### src/rtl/spi_host_pkg.sv
// Shared types and constants for the SPI/QSPI host engine: FSM states,
// lane-enable patterns, SCK periods per byte and lane packing helpers.
package spi_host_pkg;

    typedef enum logic [2:0] {
        IDLE,
        SETUP,
        SHIFT,
        WAIT,
        HOLD,
        GAP
    } state_t;

    localparam logic [3:0] SE_SINGLE = 4'b0001;
    localparam logic [3:0] SE_QUAD_W = 4'hF;
    localparam logic [3:0] SE_OFF    = 4'h0;

    localparam int PERIODS_SINGLE = 8;
    localparam int PERIODS_QUAD   = 2;

    function automatic logic [3:0] lane_enable(input logic quad, input logic dir);
        return quad ? (dir ? SE_QUAD_W : SE_OFF) : SE_SINGLE;
    endfunction

    // Bits presented on the lanes for the leading end of a byte (MSB first).
    function automatic logic [3:0] lanes_out(input logic quad, input logic [7:0] b);
        return quad ? b[7:4] : {3'b000, b[7]};
    endfunction

    function automatic logic [7:0] shift_byte(input logic quad, input logic [7:0] b);
        return quad ? {b[3:0], 4'h0} : {b[6:0], 1'b0};
    endfunction

endpackage

### src/rtl/spi_host_if.sv
// Byte request / captured byte stream between a sequencer (master) and
// the SPI host engine (slave).
interface spi_host_if;
    logic       t_valid;
    logic       t_ready;
    logic [7:0] t_data;
    logic       t_last;
    logic       t_quad;
    logic       t_dir;
    logic       r_valid;
    logic [7:0] r_data;

    modport master (
        output t_valid, t_data, t_last, t_quad, t_dir,
        input  t_ready, r_valid, r_data
    );

    modport slave (
        input  t_valid, t_data, t_last, t_quad, t_dir,
        output t_ready, r_valid, r_data
    );
endinterface

### src/rtl/spi_host_div.sv
// SCK half-period counter: emits one-cycle rise/fall strobes every DIV
// enabled cycles, alternating, always starting with a low half.
module spi_host_div #(
    parameter int DIV = 2
) (
    input  logic ck,
    input  logic rst,
    input  logic clr,
    input  logic en,
    output logic rise,
    output logic fall
);
    localparam int CW = (DIV > 1) ? $clog2(DIV) : 1;

    logic [CW-1:0] cnt_reg;
    logic          phase_reg;
    logic          tick;

    assign tick = en && (cnt_reg == CW'(DIV - 1));
    assign rise = tick && !phase_reg;
    assign fall = tick && phase_reg;

    always_ff @(posedge ck) begin
        if (rst || clr) begin
            cnt_reg   <= '0;
            phase_reg <= 1'b0;
        end else if (en) begin
            if (tick) begin
                cnt_reg   <= '0;
                phase_reg <= !phase_reg;
            end else begin
                cnt_reg <= cnt_reg + 1'b1;
            end
        end
    end
endmodule

### src/rtl/spi_host.sv
// SPI mode 0 host engine, single-lane full duplex or quad-lane half duplex.
// Quad support is compiled in only when SPI_HOST_QUAD_EN is defined.
module spi_host
    import spi_host_pkg::*;
#(
    parameter int DIV = 2,
    parameter int CSS = 2,
    parameter int CSH = 2
) (
    input  logic       ck,
    input  logic       rst,
    spi_host_if.slave  bus,
    output logic       busy,
    output logic       p_ck,
    output logic       p_ncs,
    output logic [3:0] p_se,
    output logic [3:0] p_so,
    input  logic [3:0] p_si
);
    localparam int TW = 16;

    state_t     state_reg, state_next;
    logic [TW-1:0] timer_reg;
    logic [7:0] tx_reg, rx_reg;
    logic [2:0] per_cnt_reg;
    logic       quad_reg, last_reg;
    logic       p_ck_reg, p_ncs_reg, r_valid_reg;
    logic [3:0] p_se_reg, p_so_reg;
    logic [7:0] r_data_reg;

    logic       t_ready_next, load, byte_end, last_period;
    logic       quad_in, dir_in;
    logic       rise, fall;

`ifdef SPI_HOST_QUAD_EN
    assign quad_in = bus.t_quad;
    assign dir_in  = bus.t_dir;
`else
    logic unused_cfg;
    assign unused_cfg = ^{bus.t_quad, bus.t_dir};
    assign quad_in    = 1'b0;
    assign dir_in     = 1'b0;
`endif

    assign last_period = (per_cnt_reg == (quad_reg ? 3'(PERIODS_QUAD - 1)
                                                   : 3'(PERIODS_SINGLE - 1)));

    spi_host_div #(.DIV(DIV)) u_div (
        .ck   (ck),
        .rst  (rst),
        .clr  (state_next != state_reg),
        .en   (state_reg == SHIFT),
        .rise (rise),
        .fall (fall)
    );

    always_ff @(posedge ck) begin
        if (rst) begin
            state_reg <= IDLE;
            timer_reg <= '0;
        end else begin
            state_reg <= state_next;
            timer_reg <= (state_next != state_reg) ? '0 : timer_reg + 1'b1;
        end
    end

    always_comb begin
        state_next   = state_reg;
        t_ready_next = 1'b0;
        load         = 1'b0;
        byte_end     = 1'b0;
        case (state_reg)
            IDLE: begin
                t_ready_next = 1'b1;
                if (bus.t_valid) begin
                    load       = 1'b1;
                    state_next = SETUP;
                end
            end
            SETUP: if (timer_reg == TW'(CSS - 1)) state_next = SHIFT;
            SHIFT: begin
                // Byte boundary: the next byte is taken on the same edge as
                // the final SCK fall so back-to-back bytes have no SCK gap.
                if (fall && last_period) begin
                    byte_end = 1'b1;
                    if (last_reg) begin
                        state_next = HOLD;
                    end else begin
                        t_ready_next = 1'b1;
                        if (bus.t_valid) load = 1'b1;
                        else             state_next = WAIT;
                    end
                end
            end
            WAIT: begin
                t_ready_next = 1'b1;
                if (bus.t_valid) begin
                    load       = 1'b1;
                    state_next = SHIFT;
                end
            end
            HOLD: if (timer_reg == TW'(CSH - 1)) state_next = GAP;
            GAP:  if (timer_reg == TW'(DIV - 1)) state_next = IDLE;
            default: state_next = IDLE;
        endcase
    end

    always_ff @(posedge ck) begin
        if (rst) begin
            tx_reg      <= '0;
            rx_reg      <= '0;
            per_cnt_reg <= '0;
            quad_reg    <= 1'b0;
            last_reg    <= 1'b0;
            p_ck_reg    <= 1'b0;
            p_ncs_reg   <= 1'b1;
            p_se_reg    <= SE_OFF;
            p_so_reg    <= '0;
            r_valid_reg <= 1'b0;
            r_data_reg  <= '0;
        end else begin
            r_valid_reg <= byte_end;
            if (byte_end) r_data_reg <= rx_reg;

            if (load) begin
                tx_reg      <= shift_byte(quad_in, bus.t_data);
                p_so_reg    <= lanes_out(quad_in, bus.t_data);
                p_se_reg    <= lane_enable(quad_in, dir_in);
                quad_reg    <= quad_in;
                last_reg    <= bus.t_last;
                per_cnt_reg <= '0;
            end else if (fall) begin
                tx_reg      <= shift_byte(quad_reg, tx_reg);
                p_so_reg    <= lanes_out(quad_reg, tx_reg);
                per_cnt_reg <= per_cnt_reg + 1'b1;
            end

            if (rise) begin
                p_ck_reg <= 1'b1;
                rx_reg   <= quad_reg ? {rx_reg[3:0], p_si} : {rx_reg[6:0], p_si[1]};
            end else if (fall) begin
                p_ck_reg <= 1'b0;
            end

            if (state_reg == IDLE && load) p_ncs_reg <= 1'b0;
            if (state_reg == HOLD && state_next == GAP) begin
                p_ncs_reg <= 1'b1;
                p_se_reg  <= SE_OFF;
                p_so_reg  <= '0;
            end
        end
    end

    assign bus.t_ready = t_ready_next && !rst;
    assign bus.r_valid = r_valid_reg;
    assign bus.r_data  = r_data_reg;
    assign busy        = (state_reg != IDLE);
    assign p_ck        = p_ck_reg;
    assign p_ncs       = p_ncs_reg;
    assign p_se        = p_se_reg;
    assign p_so        = p_so_reg;
endmodule

### src/flat_wrapper.sv
// flat-port wrapper written by rule: the top's interface ports become plain ports
module spi_host_flat import spi_host_pkg::*;
#(
    parameter int DIV = 2,
    parameter int CSS = 2,
    parameter int CSH = 2
)
  (ck, rst, busy, p_ck, p_ncs, p_se, p_so, p_si, bus_t_valid, bus_t_data, bus_t_last, bus_t_quad, bus_t_dir, bus_t_ready, bus_r_valid, bus_r_data);
  spi_host_if bus_i ();
  input  logic ck;
  input  logic rst;
  output logic busy;
  output logic p_ck;
  output logic p_ncs;
  output logic [3:0] p_se;
  output logic [3:0] p_so;
  input  logic [3:0] p_si;
  input wire logic [$bits(bus_i.t_valid)-1:0] bus_t_valid;
  input wire logic [$bits(bus_i.t_data)-1:0] bus_t_data;
  input wire logic [$bits(bus_i.t_last)-1:0] bus_t_last;
  input wire logic [$bits(bus_i.t_quad)-1:0] bus_t_quad;
  input wire logic [$bits(bus_i.t_dir)-1:0] bus_t_dir;
  output wire logic [$bits(bus_i.t_ready)-1:0] bus_t_ready;
  output wire logic [$bits(bus_i.r_valid)-1:0] bus_r_valid;
  output wire logic [$bits(bus_i.r_data)-1:0] bus_r_data;
  assign bus_i.t_valid = bus_t_valid;
  assign bus_i.t_data = bus_t_data;
  assign bus_i.t_last = bus_t_last;
  assign bus_i.t_quad = bus_t_quad;
  assign bus_i.t_dir = bus_t_dir;
  assign bus_t_ready = bus_i.t_ready;
  assign bus_r_valid = bus_i.r_valid;
  assign bus_r_data = bus_i.r_data;
  spi_host #(.DIV(DIV), .CSS(CSS), .CSH(CSH)) u_core (.ck(ck), .rst(rst), .bus(bus_i), .busy(busy), .p_ck(p_ck), .p_ncs(p_ncs), .p_se(p_se), .p_so(p_so), .p_si(p_si));
endmodule
### config.mk
export PLATFORM = sky130hd
export DESIGN_NAME = spi_host_flat
export DESIGN_NICKNAME = d
export VERILOG_FILES = /design/src/rtl/spi_host_pkg.sv /design/src/rtl/spi_host_if.sv /design/src/rtl/spi_host_div.sv /design/src/rtl/spi_host.sv /design/src/flat_wrapper.sv
export SDC_FILE = /design/constraint.sdc
export NUM_CORES = 1
export LEC_CHECK = 0
export ABC_CLOCK_PERIOD_IN_PS = 2700
export CAP_MARGIN = 5
export CORE_ASPECT_RATIO = 1.75
export CORE_UTILIZATION = 53
export DETAILED_ROUTE_END_ITERATION = 10
export PLACE_DENSITY = 0.88
export SYNTH_ARGS = -nofsm -noshare
export SYNTH_HDL_FRONTEND = slang
export SYNTH_SLANG_ARGS = --single-unit
### constraint.sdc
create_clock -name ck -period 2.7 [get_ports ck]
set_clock_uncertainty 0.05 [all_clocks]
set_input_delay 0.27 -clock ck [delete_from_list [all_inputs] [get_ports ck]]
set_output_delay 0.27 -clock ck [all_outputs]
set_load 0.005 [all_outputs]
* Yosys cells after proc, flatten, opt, wreduce, memory -nomap -nowiden
Index checks and enable logic that the tools add are counted.
Cells by class: add/sub/neg operators 3, equal/unequal tests 9, muxes and demuxes 25, reduce and logical (&&, ||, !) cells 19
Operators with widths (count):
- 3-bit two-way mux | 8
- 3-bit case mux with 6 select lines | 1
- 16-bit by 1-bit adder with 16-bit output, second input constant | 1
- 16-bit by 1-bit == test with 1-bit output, second input constant | 1
- 8-bit two-way mux | 2
- 3-bit == test, second input constant | 4
- 1-bit two-way mux | 12
- 2-bit OR reduction | 4
- 1-bit logical AND | 7
- 3-bit by 2-bit == test with 1-bit output, second input constant | 2
- 1-bit case mux with 2 select lines | 2
- 2-bit nonzero test | 2
- 3-bit by 1-bit adder with 3-bit output, second input constant | 1
- 3-bit by 1-bit == test with 1-bit output, second input constant | 1
- 3-bit logical NOT | 1
- 3-bit != test | 1
- 3-bit nonzero test | 1
- 1-bit logical NOT | 2
- 2-bit AND reduction | 1
- 1-bit adder, second input constant | 1
- 1-bit logical OR | 1
Storage, ports and cells: register bits 53, input bits 18, output and inout port bits 21, logic and storage cells 70

* Logic depth before layout (Yosys ltp)
depth in word-level cells 9, mapped depth 7, depth with buffers taken out 6

* Hierarchy
From an unflattened synthesis, not the netlist that was laid out.
Second synthesis, totals: cells, all modules 254, area, all modules 2382.3 um2
Modules (own cells, without submodules):
- spi_host | instances 1, cells an instance 245, area an instance 2287.2 um2, sequential area each 1021.0 um2
- spi_host_div | instances 1, cells an instance 9, area an instance 95.1 um2, sequential area each 40.0 um2

* Least setup slack after synthesis
No wires, ideal clock.
kind reg2reg, start register u_core.timer_reg[0], end register u_core.timer_reg[0], setup time 0.122 ns, arrival time 1.723 ns, data required time 2.528 ns, path slack 0.805 ns, stages on the path, launching flop included 7, buffers on the path 1, period minus slack after synthesis 1.895 ns, cells stage by stage dfxtp_1 -> ha_1 -> nor4b_1 -> nand4_1 -> a211oi_4 -> buf_6 -> nor3_1
On the way: cells in the longest elaborated chain, start to end 5, elaborated cells on any way between the ends 8, classes of those cells add/sub: 1; eq/ne: 2; mux: 4; reduce/logical: 1
RTL lines:
- from (decl) | RTL line spi_host.sv:23 | logic [TW-1:0] timer_reg;
- from (signal assigned) | RTL line spi_host.sv:63 | timer_reg <= (state_next != state_reg) ? '0 : timer_reg + 1'b1;
- 16-bit by 1-bit == test with 1-bit output | RTL line spi_host.sv:80, spi_host.sv:102, spi_host.sv:103
- 3-bit two-way mux, on equally long branches | RTL line spi_host.sv:103, spi_host.sv:80, spi_host.sv:102
- 3-bit case mux with 6 select lines | RTL line spi_host.sv:72 | case (state_reg)
- 3-bit != test | RTL line spi_host.sv:63
- 2-bit OR reduction (no source line)
Parallel ways exist; a longest one is shown, timed or not. A chain may end at the register's enable or synchronous reset.

* Worst setup path after layout
start register u_core.state_reg[1], end output port bus_t_ready
On the way: cells in the longest elaborated chain, start to end 7, elaborated cells on any way between the ends 10, classes of those cells eq/ne: 2; mux: 2; reduce/logical: 6
RTL lines:
- from (decl) | RTL line spi_host.sv:22 | state_t state_reg, state_next;
- from (signal assigned) | RTL line spi_host.sv:62 | state_reg <= state_next;
- 3-bit by 2-bit == test with 1-bit output | RTL line spi_host.sv:52, spi_host.sv:72
- 1-bit logical AND | RTL line spi_host_div.sv:19 | assign tick = en && (cnt_reg == CW'(DIV - 1));
- 1-bit logical AND | RTL line spi_host_div.sv:21 | assign fall = tick && phase_reg;
- 1-bit logical AND | RTL line spi_host.sv:84 | if (fall && last_period) begin
- 1-bit two-way mux | RTL line spi_host.sv:84
- 1-bit case mux with 2 select lines * | RTL line spi_host.sv:72
- 1-bit logical AND * | RTL line spi_host.sv:154 | assign bus.t_ready = t_ready_next && !rst;
- to (decl) | RTL line flat_wrapper.sv:23 | output wire logic [$bits(bus_i.t_ready)-1:0] bus_t_ready;
Mark *: on every way between the ends. The rest lies on a longest branch, timed or not.

==> impl_metrics.tcl <==
set metrics [dict create \
    yosys.area.top_type_share_pct 43.0 \
    grt_antenna_before_repair 0 \
    fin_hold_ws_ns 0.400 \
    yosysMostFrequentCell "dfxtp_1" \
    critPathBufInv 1 \
    setup_violations 0 \
    fp.dieW_um 53.6 \
    ant_nets 0 \
    portBuffers 27 \
    synthArstFlopShare_pct 0 \
    power_leakage_uw 0.00101 \
    dp_cells 347 \
    multi_input_area_mm2 0.00129 \
    rsz0062_at_grt "no" \
    worstPathMaxFanout 11 \
    synthCells 280 \
    drc 0 \
    htree_levels 2 \
    fp.dieArea_mm2 0.00494 \
    dp.final_hpwl_um 3530 \
    min_period_ns 2.37 \
    ys_types 52 \
    syn_area_mm2 0.00247 \
    power.density_mw_per_mm2 519 \
    finalWeightedCongestion 0.817 \
    yosysWarningCount 0 \
    clk_latency_ns 0.31 \
    ys_seq_area_share_pct 43.0 \
    register_area_mm2 0.00106 \
    ir_drop_v 0.000452 \
    wl_per_cell_um 13.9 \
    drive_gt1_share_pct 8.88 \
    finalHoldViolCount 0 \
    max_freq_mhz 422 \
    dp_slack_ns 0.673 \
    critPathMaxStageDelay_ns 0.52 \
    route.vias.total 2083 \
    critPathArrivalTime_ns 2.05 \
    maxCapViolCount 0 \
    postCtsSetupBuffers 0 \
    syn_area_per_cell_um2 8.81 \
    worstHoldPathCells 2 \
    crit_slowest_cell "dfxtp_1" \
    routed_wl_um 4940 \
    start_util_pct 55.5 \
    clk_pin_slew_ns 0.10 \
    hp-class "reg -> reg" \
    maxSlewViolCount 0 \
    grt_pass1_vias 2068 \
    holdBufCountCts 0 \
    pin_count 39 \
    nFillCells 342 \
    path_delay_family "simple AND/OR/NAND/NOR gates" \
    worstPathCellList "nand2b_1 > nor3b_1 > o21ba_2 > clkdlybuf4s50_1" \
    synth_edf_count 0 \
    chipHeight_um 92.2 \
    vias_per_cell 5.87 \
    fin_ws_ns 0.331 \
    crit_cells 4 \
    grt_pass1_wl_um 8680 \
    yosysTopAreaCell "dfxtp_1" \
    first_pass_iters 4 \
    largest_reg_flops 16 \
    cts_buffers 5 \
    grt-ovfl-total 0 \
    core_mm2 0.00444 \
    critical_path_required_ns 2.38 \
    nets 325 \
    num_antenna_cells 0 \
    std_cell_rows 32 \
    cts_max_path_buffers 2 \
    finalCritPeriodShare_pct 87.7 \
    area_growth_pct 15.4 \
    r2r_cells 5 \
    synthTopCellsByArea "dfxtp_1 43%, nor3_1 5.9%, nand2_1 4.1%" \
    final.setup.tns_ns 0 \
    ctsRootBufferMaster "clkbuf_8" \
    cts_resized 0 \
    track_usage_pct 23.4 \
    clock_sinks 53 \
    run_status "finished, final reports clean" \
    drt_iter0_markers 64 \
    endpoint_kind "output port" \
    start_kind "flop" \
    synth_commonest_cells "53 x dfxtp_1, 29 x nor3_1, 27 x nand2_1" \
    grt_max_degree 24 \
    synth_seq_cells 53 \
    synth_ff_type "dfxtp_1" \
    crit_type "reg -> out" \
    cts_tree "done" \
    final_cells 355 \
]
==> power breakdown <==
group	switching, µW	internal [µW]
sequential	20.7	804
clock	289	195
combinational	90.3	79.0
total	400	1080
==> tightest hold or removal path, delay by kind of cell (launching register included) <==
kind / cells / cell delay, ns
DFF: 1 / 0.32
and+or+nand+nor: 2 / 0.09
==> through the flow <==
step | utilization, % | cell area, µm² | total power, µW
after global placement | 61.9 | 2750 | 1000
after CTS | 64.0 | 2850 | 1490
after detailed placement | 61.9 | 2750 | 1010
final | 64.0 | 2850 | 1480
after global routing | 64.0 | 2850 | 1540
after floorplan | - | 2480 | 956
==> cell type report <==
cell class / instances / share of cell area, %
multi-input combinational: 205 / 45.2
sequential: 53 / 37.3
timing repair buffer: 34 / 11.3
clock buffer: 5 / 2.42
tap: 51 / 2.24
clock inverter: 3 / 1.01
inverter: 4 / 0.527
==> path summary, 6_finish.rpt <==
check	start	end	slack, ns
hold / removal	u_core.p_ncs$_SDFFE_PP1P_	u_core.p_ncs$_SDFFE_PP1P_	0.40
setup / recovery	u_core.state_reg[1]$_SDFF_PP0_	bus_t_ready	0.33
setup reg to reg	u_core.timer_reg[10]$_SDFF_PP0_	u_core.timer_reg[6]$_SDFF_PP0_	0.57
hold reg to reg	u_core.p_ncs$_SDFFE_PP1P_	u_core.p_ncs$_SDFFE_PP1P_	0.40
==> cell families (layout without fill, tap and decap cells) <==
family,Yosys count,count (layout),share of synthesized area (%)
compound gates,48,48,13.9
buf+inv,27,46,5.58
mux,11,11,4.52
xor+xnor,14,14,4.97
other cells,1,6,0.152
flops,53,53,43.0
simple gates,122,122,25.8
fa+ha+maj,4,4,2.03
==> placed cells by master (no fill, tap or decap), types with 2 or more instances in the layout <==
master,instances
xnor2_1,8
clkdlybuf4s50_1,27
a21oi_1,11
nor3b_1,2
o31ai_1,2
or3_1,5
xor2_1,6
conb_1,6
nor3_1,29
o21ba_2,2
nand2b_1,2
nand2_1,27
clkbuf_8,5
a311oi_1,6
inv_1,4
ha_1,4
nand4_1,3
buf_4,7
and2_1,3
dfxtp_1,53
nor2_1,19
a211oi_2,2
nor2b_1,2
nand3_1,14
nor4_1,5
o21ai_0,14
mux2i_1,10
==> per-layer routing <==
metal / track usage (%) / vias up / share of wire [%]
li1: - / 1032 / -
met2: 39.7 / 52 / 56
met5: 0 / - / 0
met3: 3.65 / 9 / 2.3
met1: 26.2 / 990 / 39
met4: 13.4 / 0 / 2.3
(Power assumes the default switching activity.)
